==> config.mk <==
export PLATFORM = sky130hd
export DESIGN_NAME = q_table_updater_flat
export DESIGN_NICKNAME = d
export VERILOG_FILES = /design/src/rtl/q_table_updater_pkg.sv /design/src/rtl/q_table_updater_if.sv /design/src/rtl/q_table_updater_argmax.sv /design/src/rtl/q_table_updater.sv /design/src/flat_wrapper.sv
export SDC_FILE = /design/constraint.sdc
export NUM_CORES = 1
export LEC_CHECK = 0
export BUFFER_PORTS_ARGS = -buffer_cell sky130_fd_sc_hd__buf_2
export CORE_ASPECT_RATIO = 2
export CORE_UTILIZATION = 45
export CTS_CLUSTER_DIAMETER = 100
export DETAILED_ROUTE_END_ITERATION = 10
export MAX_ROUTING_LAYER = met4
export PLACE_DENSITY = 0.73
export SLEW_MARGIN = 20
export SYNTH_ARGS = -nofsm -noshare
export SYNTH_HDL_FRONTEND = slang
export SYNTH_SLANG_ARGS = --single-unit
==> constraint.sdc <==
create_clock -name clk -period 4.6 [get_ports clk]
set_clock_uncertainty 0.05 [all_clocks]
set_input_delay 0.46 -clock clk [delete_from_list [all_inputs] [get_ports clk]]
set_output_delay 0.46 -clock clk [all_outputs]
set_load 0.01 [all_outputs]
==> src/rtl/q_table_updater_pkg.sv <==
`default_nettype none
// ============================================================================
// Module      : q_table_pkg
// Description : Shared types, default sizes and the field-extract helper for
//               the Q-table update datapath.
// Revision    : 1.0 - initial release
// ============================================================================
package q_table_pkg;

  // Update sequencer states
  typedef enum logic [2:0] {
    IDLE    = 3'd0,
    RD_NEXT = 3'd1,
    RD_CUR  = 3'd2,
    WRITE   = 3'd3,
    DONE    = 3'd4
  } q_state_e;

  localparam int DEF_N_ACT  = 4;
  localparam int DEF_Q_W    = 4;
  localparam int DEF_R_W    = 4;
  localparam int DEF_ADDR_W = 6;

  // Widest word / field the helper accepts; callers zero-extend into it
  localparam int MAX_WORD_W  = 256;
  localparam int MAX_FIELD_W = 32;

  // Return field idx (q_w bits wide) of a packed word, zero-extended
  function automatic logic [MAX_FIELD_W-1:0] get_field(
    input logic [MAX_WORD_W-1:0] word,
    input int unsigned           idx,
    input int unsigned           q_w
  );
    logic [MAX_FIELD_W-1:0] f;
    f = '0;
    for (int unsigned b = 0; b < MAX_FIELD_W; b++) begin
      if (b < q_w) f[b] = word[idx*q_w + b];
    end
    return f;
  endfunction

endpackage
`default_nettype wire

==> src/rtl/q_table_updater_if.sv <==
`default_nettype none
// ============================================================================
// Module      : q_table_updater_if
// Description : Transition request / response handshake and action-RAM port
//               bundle for the Q-table updater.
// Revision    : 1.0 - initial release
// ============================================================================
interface q_table_updater_if
  import q_table_pkg::*;
#(
  parameter int N_ACT  = DEF_N_ACT,
  parameter int Q_W    = DEF_Q_W,
  parameter int R_W    = DEF_R_W,
  parameter int ADDR_W = DEF_ADDR_W
) ();
  localparam int A_W = (N_ACT > 1) ? $clog2(N_ACT) : 1;

  // Request channel
  logic                    req_valid;
  logic                    req_ready;
  logic [ADDR_W-1:0]       req_state;
  logic [A_W-1:0]          req_action;
  logic signed [R_W-1:0]   req_reward;
  logic [ADDR_W-1:0]       req_next_state;
  logic                    req_terminal;

  // Response
  logic                    done;
  logic [A_W-1:0]          best_action;

  // Action RAM
  logic                    ram_en;
  logic [ADDR_W-1:0]       ram_rd_addr;
  logic [N_ACT*Q_W-1:0]    ram_rd_data;
  logic [ADDR_W-1:0]       ram_wr_addr;
  logic [N_ACT*Q_W-1:0]    ram_wr_data;
  logic                    ram_write_en;

  // The updater side
  modport slave (
    input  req_valid, req_state, req_action, req_reward, req_next_state,
           req_terminal, ram_rd_data,
    output req_ready, done, best_action, ram_en, ram_rd_addr, ram_wr_addr,
           ram_wr_data, ram_write_en
  );

  // The agent FSM / RAM side
  modport master (
    output req_valid, req_state, req_action, req_reward, req_next_state,
           req_terminal, ram_rd_data,
    input  req_ready, done, best_action, ram_en, ram_rd_addr, ram_wr_addr,
           ram_wr_data, ram_write_en
  );
endinterface
`default_nettype wire

==> src/rtl/q_table_updater_argmax.sv <==
`default_nettype none
// ============================================================================
// Module      : q_argmax
// Description : Combinational max / argmax over N_ACT packed unsigned fields.
//               Ties resolve to the lowest index.
// Revision    : 1.0 - initial release
// ============================================================================
module q_argmax #(
  parameter int N_ACT = 4,
  parameter int Q_W   = 4,
  parameter int A_W   = (N_ACT > 1) ? $clog2(N_ACT) : 1
) (
  input  wire logic [N_ACT*Q_W-1:0] i_word,
  output logic      [Q_W-1:0]       o_max,
  output logic      [A_W-1:0]       o_idx
);

  // Linear scan; strict compare keeps the first (lowest) index on ties
  always_comb begin
    o_max = i_word[Q_W-1:0];
    o_idx = '0;
    for (int a = 1; a < N_ACT; a++) begin
      if (i_word[a*Q_W +: Q_W] > o_max) begin
        o_max = i_word[a*Q_W +: Q_W];
        o_idx = A_W'(a);
      end
    end
  end

endmodule
`default_nettype wire

==> src/rtl/q_table_updater.sv <==
`default_nettype none
// ============================================================================
// Module      : q_table_updater
// Description : Read-modify-write Q-learning update of one action field of
//               the action RAM, returning the greedy next action.
//               Optional statistics counters under Q_UPDATE_STATS_EN.
// Revision    : 1.0 - initial release
// ============================================================================
module q_table_updater
  import q_table_pkg::*;
#(
  parameter int N_ACT   = DEF_N_ACT,
  parameter int Q_W     = DEF_Q_W,
  parameter int R_W     = DEF_R_W,
  parameter int ADDR_W  = DEF_ADDR_W,
  parameter int A_SHIFT = 1,
  parameter int G_SHIFT = 2
) (
  input  wire logic          clk,
  input  wire logic          rst,
  q_table_updater_if.slave   bus
`ifdef Q_UPDATE_STATS_EN
  ,
  output logic [15:0]        upd_count,
  output logic [15:0]        sat_count
`endif
);

  localparam int A_W    = (N_ACT > 1) ? $clog2(N_ACT) : 1;
  localparam int W      = Q_W + R_W + 2;
  localparam int WORD_W = N_ACT * Q_W;

  localparam logic [2:0] c_IDLE    = IDLE;
  localparam logic [2:0] c_RD_NEXT = RD_NEXT;
  localparam logic [2:0] c_RD_CUR  = RD_CUR;
  localparam logic [2:0] c_WRITE   = WRITE;
  localparam logic [2:0] c_DONE    = DONE;

  logic [2:0]            r_state;
  logic [ADDR_W-1:0]     r_s;
  logic [ADDR_W-1:0]     r_sn;
  logic [A_W-1:0]        r_action;
  logic signed [R_W-1:0] r_reward;
  logic                  r_term;
  logic [Q_W-1:0]        r_maxq;
  logic [A_W-1:0]        r_arg;
  logic [WORD_W-1:0]     r_word;

  logic [Q_W-1:0]        w_max;
  logic [A_W-1:0]        w_idx;
  logic [Q_W-1:0]        w_q;
  logic signed [W-1:0]   w_r_s, w_maxq_s, w_q_s, w_target, w_delta, w_newq;
  logic                  w_sat_lo, w_sat_hi;
  logic [Q_W-1:0]        w_newq_f;
  logic [WORD_W-1:0]     w_new_word;

  q_argmax #(
    .N_ACT (N_ACT),
    .Q_W   (Q_W),
    .A_W   (A_W)
  ) u_argmax (
    .i_word (bus.ram_rd_data),
    .o_max  (w_max),
    .o_idx  (w_idx)
  );

  // Shift-based update of the selected field, saturated to the field range
  always_comb begin
    w_q        = Q_W'(get_field(MAX_WORD_W'(bus.ram_rd_data), 32'(r_action), Q_W));
    w_r_s      = W'(r_reward);
    w_maxq_s   = signed'(W'(r_maxq));
    w_q_s      = signed'(W'(w_q));
    w_target   = w_r_s + w_maxq_s - (w_maxq_s >>> G_SHIFT);
    w_delta    = w_target - w_q_s;
    w_newq     = w_q_s + (w_delta >>> A_SHIFT);
    w_sat_lo   = w_newq[W-1];
    w_sat_hi   = !w_newq[W-1] && (|w_newq[W-2:Q_W]);
    w_newq_f   = w_sat_lo ? '0 : (w_sat_hi ? '1 : w_newq[Q_W-1:0]);
    w_new_word = bus.ram_rd_data;
    w_new_word[32'(r_action)*Q_W +: Q_W] = w_newq_f;
  end

  // Sequencer and datapath registers; reset aborts any pending write
  always_ff @(posedge clk or posedge rst) begin
    if (rst) begin
      r_state  <= c_IDLE;
      r_s      <= '0;
      r_sn     <= '0;
      r_action <= '0;
      r_reward <= '0;
      r_term   <= 1'b0;
      r_maxq   <= '0;
      r_arg    <= '0;
      r_word   <= '0;
    end else begin
      case (r_state)
        c_IDLE: begin
          if (bus.req_valid) begin
            r_s      <= bus.req_state;
            r_sn     <= bus.req_next_state;
            r_action <= bus.req_action;
            r_reward <= bus.req_reward;
            r_term   <= bus.req_terminal;
            r_state  <= c_RD_NEXT;
          end
        end
        c_RD_NEXT: begin
          // Terminal next state contributes no future value, but the
          // greedy action is still taken from the stored word
          r_maxq  <= r_term ? '0 : w_max;
          r_arg   <= w_idx;
          r_state <= c_RD_CUR;
        end
        c_RD_CUR: begin
          r_word  <= w_new_word;
          r_state <= c_WRITE;
        end
        c_WRITE: r_state <= c_DONE;
        default: r_state <= c_IDLE;
      endcase
    end
  end

  assign bus.req_ready    = (r_state == c_IDLE);
  assign bus.ram_en       = (r_state != c_IDLE);
  assign bus.ram_write_en = (r_state == c_WRITE);
  assign bus.done         = (r_state == c_DONE);
  assign bus.best_action  = (r_state == c_DONE) ? r_arg : '0;
  assign bus.ram_rd_addr  = (r_state == c_RD_NEXT) ? r_sn :
                            (r_state == c_RD_CUR)  ? r_s  : '0;
  assign bus.ram_wr_addr  = (r_state == c_WRITE) ? r_s    : '0;
  assign bus.ram_wr_data  = (r_state == c_WRITE) ? r_word : '0;

`ifdef Q_UPDATE_STATS_EN
  logic [15:0] r_upd_count;
  logic [15:0] r_sat_count;

  // Wrapping counters of committed updates and clamp events
  always_ff @(posedge clk or posedge rst) begin
    if (rst) begin
      r_upd_count <= '0;
      r_sat_count <= '0;
    end else begin
      if (r_state == c_DONE) r_upd_count <= r_upd_count + 16'd1;
      if ((r_state == c_RD_CUR) && (w_sat_lo || w_sat_hi))
        r_sat_count <= r_sat_count + 16'd1;
    end
  end

  assign upd_count = r_upd_count;
  assign sat_count = r_sat_count;
`endif

endmodule
`default_nettype wire

==> src/flat_wrapper.sv <==
// flat-port wrapper written by rule: the top's interface ports become plain ports
module q_table_updater_flat import q_table_pkg::*;
#(
  parameter int N_ACT   = DEF_N_ACT,
  parameter int Q_W     = DEF_Q_W,
  parameter int R_W     = DEF_R_W,
  parameter int ADDR_W  = DEF_ADDR_W,
  parameter int A_SHIFT = 1,
  parameter int G_SHIFT = 2
)
  (clk, rst, bus_req_valid, bus_req_state, bus_req_action, bus_req_reward, bus_req_next_state, bus_req_terminal, bus_ram_rd_data, bus_req_ready, bus_done, bus_best_action, bus_ram_en, bus_ram_rd_addr, bus_ram_wr_addr, bus_ram_wr_data, bus_ram_write_en);
  q_table_updater_if #(.N_ACT(N_ACT), .Q_W(Q_W), .R_W(R_W), .ADDR_W(ADDR_W)) bus_i ();
  input  wire logic clk;
  input  wire logic rst;
  input wire logic [$bits(bus_i.req_valid)-1:0] bus_req_valid;
  input wire logic [$bits(bus_i.req_state)-1:0] bus_req_state;
  input wire logic [$bits(bus_i.req_action)-1:0] bus_req_action;
  input wire logic [$bits(bus_i.req_reward)-1:0] bus_req_reward;
  input wire logic [$bits(bus_i.req_next_state)-1:0] bus_req_next_state;
  input wire logic [$bits(bus_i.req_terminal)-1:0] bus_req_terminal;
  input wire logic [$bits(bus_i.ram_rd_data)-1:0] bus_ram_rd_data;
  output wire logic [$bits(bus_i.req_ready)-1:0] bus_req_ready;
  output wire logic [$bits(bus_i.done)-1:0] bus_done;
  output wire logic [$bits(bus_i.best_action)-1:0] bus_best_action;
  output wire logic [$bits(bus_i.ram_en)-1:0] bus_ram_en;
  output wire logic [$bits(bus_i.ram_rd_addr)-1:0] bus_ram_rd_addr;
  output wire logic [$bits(bus_i.ram_wr_addr)-1:0] bus_ram_wr_addr;
  output wire logic [$bits(bus_i.ram_wr_data)-1:0] bus_ram_wr_data;
  output wire logic [$bits(bus_i.ram_write_en)-1:0] bus_ram_write_en;
  assign bus_i.req_valid = bus_req_valid;
  assign bus_i.req_state = bus_req_state;
  assign bus_i.req_action = bus_req_action;
  assign bus_i.req_reward = bus_req_reward;
  assign bus_i.req_next_state = bus_req_next_state;
  assign bus_i.req_terminal = bus_req_terminal;
  assign bus_i.ram_rd_data = bus_ram_rd_data;
  assign bus_req_ready = bus_i.req_ready;
  assign bus_done = bus_i.done;
  assign bus_best_action = bus_i.best_action;
  assign bus_ram_en = bus_i.ram_en;
  assign bus_ram_rd_addr = bus_i.ram_rd_addr;
  assign bus_ram_wr_addr = bus_i.ram_wr_addr;
  assign bus_ram_wr_data = bus_i.ram_wr_data;
  assign bus_ram_write_en = bus_i.ram_write_en;
  q_table_updater #(.N_ACT(N_ACT), .Q_W(Q_W), .R_W(R_W), .ADDR_W(ADDR_W), .A_SHIFT(A_SHIFT), .G_SHIFT(G_SHIFT)) u_core (.clk(clk), .rst(rst), .bus(bus_i));
endmodule
## After elaboration in Yosys (flattened, before gate mapping)

Index checks and enable logic that the tools add are counted.

- Reductions and logical operators: 6
- $add $sub $neg: 8
- Muxes and demuxes: 25
- Shift operators: 2
- Equal/unequal tests: 5
- Order comparisons: 7

Operator list:

| cell | number |
|---|---|
| $lt A32 B9 Y1 const B | 3 |
| $neg A4 Y34 | 1 |
| $shift A4 B34 Y16 const A | 1 |
| $shiftx A4 B34 Y16 | 1 |
| $bmux W1 S8 | 3 |
| $mux W4 | 6 |
| $mux W6 | 3 |
| $bwmux W16 | 1 |
| $mux W16 | 1 |
| $gt A4 B4 Y1 | 3 |
| $pmux W3 S4 | 1 |
| $add A4 B2 Y5 const B | 2 |
| $add A5 B9 Y10 | 1 |
| $sub A10 B3 Y10 | 1 |
| $sub A10 B5 Y10 | 1 |
| $lt A4 B9 Y1 const B | 1 |
| $add A4 B5 Y6 | 1 |
| $eq A3 B2 Y1 const B | 2 |
| $mux W2 | 3 |
| $add A4 B1 Y5 const B | 1 |
| $mux W1 | 5 |
| $reduce_or A5 Y1 | 1 |
| $eq A3 B1 Y1 const B | 1 |
| $eq A3 B3 Y1 const B | 1 |
| other kinds (8) | 8 |

- Flip-flop bits (word level): 44
- Word-level logic and storage cells: 62
- Output and inout port bits: 34
- Input port bits: 38

## Longest topological paths before layout

Gate-level depths: netlist (run 1).

- Depth in word-level cells: 11
- Mapped depth: 20

## By module

Synthesis (run 1) repeated with hierarchy kept, for this count alone.

- Cells, all modules: 360
- Area total of the unflattened synthesis: 3,397.0 sq um

By module, submodules not included:

| module | area an instance (sq um) | instances | sequential area each (sq um) | cells an instance |
|---|---|---|---|---|
| q_table_updater | 2,901.5 | 1 | 1,101.1 | 294 |
| q_argmax | 495.5 | 1 | 0.0 | 66 |

## Worst setup path before layout (run 1)

No wires, ideal clock.

- Path kind: in2reg
- From: in bus_ram_rd_data[1]
- To: reg u_core.r_maxq[0]
- Stages: 20
- Buffers on the path: 0
- Setup time: 0.120 ns
- Arrival time: 3.986 ns
- Path slack: 0.445 ns
- Required time: 4.430 ns
- Cell sequence: inv_1 ha_1 nand2b_1 a21oi_1 o21a_1 mux2_2 inv_1 ha_1 nor2b_1 o21a_1 o21a_1 o21ai_2 mux2i_1 ha_1 nor2b_1 o21a_1 o21a_1 o21ai_0 o41ai_1 a31o_1

- Cells in the longest elaborated chain, start to end: 7

Ends and longest elaborated chain:

| what | RTL line | text |
|---|---|---|
| from (decl) | flat_wrapper.sv:21 | `input wire logic [$bits(bus_i.ram_rd_data)-1:0] bus_ram_rd_data;` |
| $gt A4 B4 Y1 | q_table_updater_argmax.sv:23 | `if (i_word[a*Q_W +: Q_W] > o_max) begin` |
| $mux W4 (*) | q_table_updater_argmax.sv:23 |  |
| $gt A4 B4 Y1 | q_table_updater_argmax.sv:23 |  |
| $mux W4 (*) | q_table_updater_argmax.sv:23 |  |
| $gt A4 B4 Y1 | q_table_updater_argmax.sv:23 |  |
| $mux W4 (*) | q_table_updater_argmax.sv:23 |  |
| $mux W4 (*) | q_table_updater.sv:110 | `r_maxq <= r_term ? '0 : w_max;` |
| to (signal assigned) | q_table_updater.sv:110 |  |
| to (decl) | q_table_updater.sv:45 | `logic [Q_W-1:0] r_maxq;` |

Mark *: on every way between the ends. The rest lies on a longest branch, timed or not.
A chain may end at the register's enable or synchronous reset.

## Final worst setup path (run 1)

- From: in bus_ram_rd_data[3]
- To: reg u_core.r_arg[0]

- Cells in the longest elaborated chain, start to end: 6

Ends and longest elaborated chain:

| what | RTL line | text |
|---|---|---|
| $gt A4 B4 Y1 | q_table_updater_argmax.sv:23 |  |
| $mux W4 | q_table_updater_argmax.sv:23 |  |
| $gt A4 B4 Y1 | q_table_updater_argmax.sv:23 |  |
| $mux W4 | q_table_updater_argmax.sv:23 |  |
| $gt A4 B4 Y1 | q_table_updater_argmax.sv:23 |  |
| $mux W2 (*) | q_table_updater_argmax.sv:23 |  |
| to (signal assigned) | q_table_updater.sv:111 | `r_arg <= w_idx;` |
| to (decl) | q_table_updater.sv:46 | `logic [A_W-1:0] r_arg;` |

Marks and branches as above.

==> impl_metrics.yaml, run 1 <==
route:
  firstDrtPassIters: 4
  vias_per_cell: 5.70
  drt-wirelength-per-cell_um: 17.9
  wl_um: 9390
  post-route-drc-count: 0
  vias: 2990
  drtIter0Drc: 190
  ant_nets: 0
die:
  chipHeight_um: 127
  start_util_pct: 46.3
  fp-row-count: 45
  ios: 72
  die-area_um2: 8200
  die_x_um: 64.5
  core_um2: 7600
synth:
  synthCells: 356
  synth_warnings: 0
  ys_ff_latch: 44
  netlist.top_cell.by_area: "dfrtp_1"
  synth_fp_nets: 431
  synth_compound_area_share_pct: 19.1
  synth_edf_count: 0
  synth_area_um2: 3520
  postSynthAreaPerCell_um2: 9.88
  synth_top_area_share_pct: 31.3
  synthAdderAreaFrac_pct: 13.8
  synth-main-ff-cell: "dfrtp_1"
  synth_simple_gate_area_share_pct: 17.9
  async_reset_ff_share_pct: 100
  synth-seq-area-share_pct: 31.3
  muxShareOfSynthArea_pct: 10.3
  synthTopCellsByArea: "dfrtp_1, ha_1, and2_1, o21ai_0, mux2_1"
  synth_xor_area_share_pct: 2.20
  synth_top_family_by_area: "compound AO/OA/AOI/OAI gates"
  synthDistinctLibCells: 66
clock_tree:
  postCtsSetupBuffers: 0
  cts_resized: 0
  clk_path_buf_depth: 2
  cts-root-buf: "clkbuf_16"
  htreeDepth: 2
  cts.hold.buffers_added: 0
  clock-sinks: 44
  cts_tree: "yes"
  path_clk_slew_ps: 70
  cts-buffers-inserted: 5
  clk_latency_ps: 290
critical_path:
  cp-start-kind: "input port"
  cp_common_cell: "o21a_1"
  rr_startpoint: "u_core.r_action[0]$_DFFE_PP0P_"
  slowest_delay_ps: 390
  cp-end-kind: "register"
  worstPathBufferInverterCount: 3
  critPathMaxFanout: 5
  crit_slowest_cell: "mux2_2"
  required_ps: 4710
  cp-startpoint: "bus_ram_rd_data[3]"
  rr_endpoint: "u_core.r_word[3]$_DFFE_PP0N_"
  cp_top_family: "compound AO/OA/AOI/OAI gates"
  path_class: "input port to register"
  worstPathCellList: "buf_2 > inv_1 > ha_1 > o21ai_1 > a21oi_1 > o21a_1 > mux2_2 > inv_1 > ha_1 > nor2b_1 > o21a_1 > o21a_1 > o21ai_2 > mux2i_1 > ha_1 > nor2b_1 > o21a_1 > o21a_1 > o21a_1 > a21oi_1 > o21ai_0"
  r2r_cells: 14
  worstPathArrival_ps: 4460
  rrSetupSlack_ps: 340
timing:
  hold_viol: 0
  rsz0062_at_grt: "false"
  slew_headroom_pct: 40.6
  max_freq_mhz: 230
  maxSlewViolCount: 0
  setup_tns_ps: 0
  min_period_ps: 4350
  setup_viol: 0
  worst_pin_slew_ps: 892
  finalCritPeriodShare_pct: 94.6
global_route:
  grt.overflow.total: 0
  grt_max_degree: 45
  grt_pass1_vias: 3135
  grt_usage_pct: 25.2
  antenna_found_initial: 0
  grt_pass1_wl_um: 15400
min_path:
  hp-class: "input port to async pin"
cells_and_area:
  final_common_cell: "buf_2"
  diodes: 0
  final_layout_size_suffix_gt1_share_pct: 29.2
  fin_nets: 505
  mostFrequentLayoutCells: "buf_2, dfrtp_1, ha_1"
  syn_to_final_growth_pct: 17.8
place:
  place_congestion: 0.938
  port_buffers: 71
  hpwlAfterDp_um: 7400
run_status:
  status: "finished, final reports clean"
job:
  max_cap_viol_count: 0
-- per-stage QoR --
step	util, %	area (µm²)	hold slack (ps)	setup WS [ps]	instances
finish	54.5	4150	242	248	525
global route	54.5	4150	302	25.1	525
CTS	54.5	4140	274	189	525
detailed placement	52.3	3970	426	0.522	517
global placement	52.3	3970	419	232	517
floorplan	-	3520	392	445	356
-- per-layer routing --
layer  share of wire, %  vias up  GRT usage, %  wire length (µm)
met2                 55       87          44.9              5190
met1                 39     1463          28.4              3630
met4                2.6        0          9.41               244
met3                3.4       21          2.68               323
met5                  0        -             -                 0
li1                   -     1419             -                 -
-- registers in the layout, summed over array words and instances, names as in the netlist --
signal,flops
u_core.r_sn,6
u_core.r_term,1
u_core.r_maxq,4
u_core.r_state,3
u_core.r_arg,2
u_core.r_s,6
u_core.r_reward,4
u_core.r_word,16
u_core.r_action,2
-- area by class of cell --
type | count | area, µm²
Fill cell | 725 | 3460
Multi-Input combinational cell | 270 | 2230
Sequential cell | 44 | 1100
Timing Repair Buffer | 79 | 415
Clock buffer | 5 | 125
Tap cell | 94 | 118
Inverter | 30 | 113
Clock inverter | 3 | 46.3
-- how the worst max path moves through the flow --
stage                     cells past startpoint                      endpoint
final                                        21   u_core.r_arg[0]$_DFFE_PP0P_
after detailed placement                     21  u_core.r_maxq[3]$_DFFE_PP0P_
after global routing                         21  u_core.r_maxq[3]$_DFFE_PP0P_
after floorplan                              20  u_core.r_maxq[0]$_DFFE_PP0P_
after global placement                       21  u_core.r_maxq[0]$_DFFE_PP0P_
after CTS                                    14  u_core.r_word[3]$_DFFE_PP0N_
-- logic make-up (layout without fill, tap and decap cells) --
logic type      Yosys count  in the layout
compound gates          100            100
simple gates             97             97
flops                    44             44
buf+inv                  42            117
fa+ha+maj                37             37
mux                      28             28
xor+xnor                  8              8
-- worst min-delay path, cell delays in order --
cell,delay [ps]
buf_2,100
clkinv_1,30
buf_4,450
-- cell usage after synthesis, types with 3 or more instances --
library cell  count
xor2_1            3
nor3b_1          14
o21ai_0          32
inv_1            29
nor2_1           13
mux2i_1           3
o21ai_1           3
nor2b_1           5
a21oi_1          18
ha_1             34
mux4_2            4
xnor2_1           4
nand2_1          12
dfrtp_1          44
buf_2             3
a32oi_1           3
a22oi_1           3
o21a_1            9
mux2_2            9
buf_6             3
mux2_1           10
and2_1           26
o31ai_1           3
nand2b_1          4
fa_1              3
a21o_1            3
clkbuf_1          4
nand4_1           3
a22o_1            6
Power of run 1 is left out: the tool's default activity adds up to more than one toggle a clock period on the data nets, which glitch-free logic cannot reach.
==> run 2: changes to the inputs <==
==> constraint.sdc (replaced) <==
create_clock -name clk -period 4.91 [get_ports clk]
set_clock_uncertainty 0.05 [all_clocks]
set_input_delay 0.491 -clock clk [delete_from_list [all_inputs] [get_ports clk]]
set_output_delay 0.491 -clock clk [all_outputs]
set_load 0.01 [all_outputs]
==> impl_metrics.yaml, run 2 (synthesis results as in run 1) <==
run_status:
  status: "finished, final reports clean"
critical_path:
  path_class: "input port to register"
  cp_common_cell: "o21a_1"
  cp-end-kind: "register"
  cp_top_family: "compound AO/OA/AOI/OAI gates"
  slowest_delay_ps: 400
  cp-start-kind: "input port"
  critPathMaxFanout: 5
  worstPathBufferInverterCount: 3
  required_ps: 5060
  crit_slowest_cell: "o21ai_0"
  worstPathArrival_ps: 4590
  worstPathCellList: "buf_2 > inv_1 > ha_1 > o21ai_1 > a21oi_1 > o21a_1 > mux2_2 > inv_1 > ha_1 > nor2b_1 > o21a_1 > o21a_1 > o21ai_2 > mux2i_1 > ha_1 > nor2b_1 > o21a_1 > o21a_1 > o21ai_0 > nand2_1 > o21ai_0"
route:
  firstDrtPassIters: 4
  wl_um: 9230
  vias: 3018
  ant_nets: 0
  drt-wirelength-per-cell_um: 17.8
  drtIter0Drc: 133
  post-route-drc-count: 0
  vias_per_cell: 5.83
job:
  max_cap_viol_count: 0
die:
  chipHeight_um: 127
  core_um2: 7600
  fp-row-count: 45
  ios: 72
  die-area_um2: 8200
  die_x_um: 64.5
  start_util_pct: 46.3
global_route:
  grt.overflow.total: 0
  grt_pass1_wl_um: 14500
  grt_usage_pct: 24.2
  grt_max_degree: 45
  antenna_found_initial: 0
  grt_pass1_vias: 3010
cells_and_area:
  fin_nets: 499
  mostFrequentLayoutCells: "buf_2, dfrtp_1, ha_1"
  final_common_cell: "buf_2"
  multiInputGateArea_um2: 2230
  diodes: 0
  regArea_um2: 1100
  fillers: 753
  largest_reg_flops: 16
  syn_to_final_growth_pct: 15.5
  biggestRegsByFlops: "u_core.r_word x16, u_core.r_s x6, u_core.r_sn x6"
  postLayoutCoreUtil_pct: 53.5
  final_layout_size_suffix_gt1_share_pct: 27.8
  top_register: "u_core.r_word"
timing:
  whs_ps: 283
  worst_pin_slew_ps: 875
  setup_tns_ps: 0
  hold_viol: 0
  maxSlewViolCount: 0
  rsz0062_at_grt: "false"
  slew_headroom_pct: 41.7
  min_period_ps: 4440
  setup_viol: 0
  max_freq_mhz: 225
  finalCritPeriodShare_pct: 90.5
clock_tree:
  postCtsSetupBuffers: 0
  cts_resized: 0
  cts.hold.buffers_added: 0
  clock-sinks: 44
  htreeDepth: 2
  cts_tree: "yes"
  cts-buffers-inserted: 5
  path_clk_slew_ps: 60
  cts-root-buf: "clkbuf_16"
  clk_path_buf_depth: 2
  clk_latency_ps: 290
place:
  place_congestion: 0.998
  port_buffers: 71
  hpwlAfterDp_um: 7460
min_path:
  hp-class: "input port to async pin"
## run 2: cell types whose count changed in the layout (fill, tap and decap cells not counted), sizes merged
cell | previous run | this run
buf | 79 | 73
bufinv | 1 | 0
inv | 30 | 29
clkinv | 1 | 2
## run 2: final timing paths
path                       slack (ps)  cells past startpoint                            from                            to
setup / recovery                  470                     21              bus_ram_rd_data[2]  u_core.r_maxq[1]$_DFFE_PP0P_
hold / removal                    280                      3                             rst  u_core.r_word[3]$_DFFE_PP0N_
setup reg to reg                  590                     14  u_core.r_action[0]$_DFFE_PP0P_  u_core.r_word[7]$_DFFE_PP0N_
hold reg to reg                   440                      1      u_core.r_sn[5]$_DFFE_PP0P_    u_core.r_sn[5]$_DFFE_PP0P_
max in group asynchronous        4130                      3                             rst  u_core.r_maxq[2]$_DFFE_PP0P_
min in group clk                  370                      2           bus_req_next_state[5]    u_core.r_sn[5]$_DFFE_PP0P_
## run 2: per-layer routing
metal  global-route usage, %  up-vias  part of all wire, %
li1                        -     1409                    -
met1                    25.0     1472                   36
met2                    42.5      104                   54
met3                    3.04       33                  4.4
met4                    14.8        0                  5.4
met5                       -        -                    0
## run 2: worst min-delay path, delay by kind of cell
family | cells | cell delay, ps
buf+inv | 3 | 590
## run 2: cell type report
type | count | area share (%)
well taps | 94 | 2.89
clock buffers | 5 | 3.08
repair buffers | 73 | 9.11
flip-flops and latches | 44 | 27.1
multi-input cells | 270 | 54.8
clock inverters | 2 | 0.308
inverters | 30 | 2.77
## run 2: per-stage QoR
step,instance area [µm²],std cells,setup slack [ps]
finish,4070,518,467
global route,4070,518,101
CTS,4070,518,437
detailed placement,3930,511,157
global placement,3930,511,251
floorplan,3520,356,724
Power of run 2 is left out for the same reason.
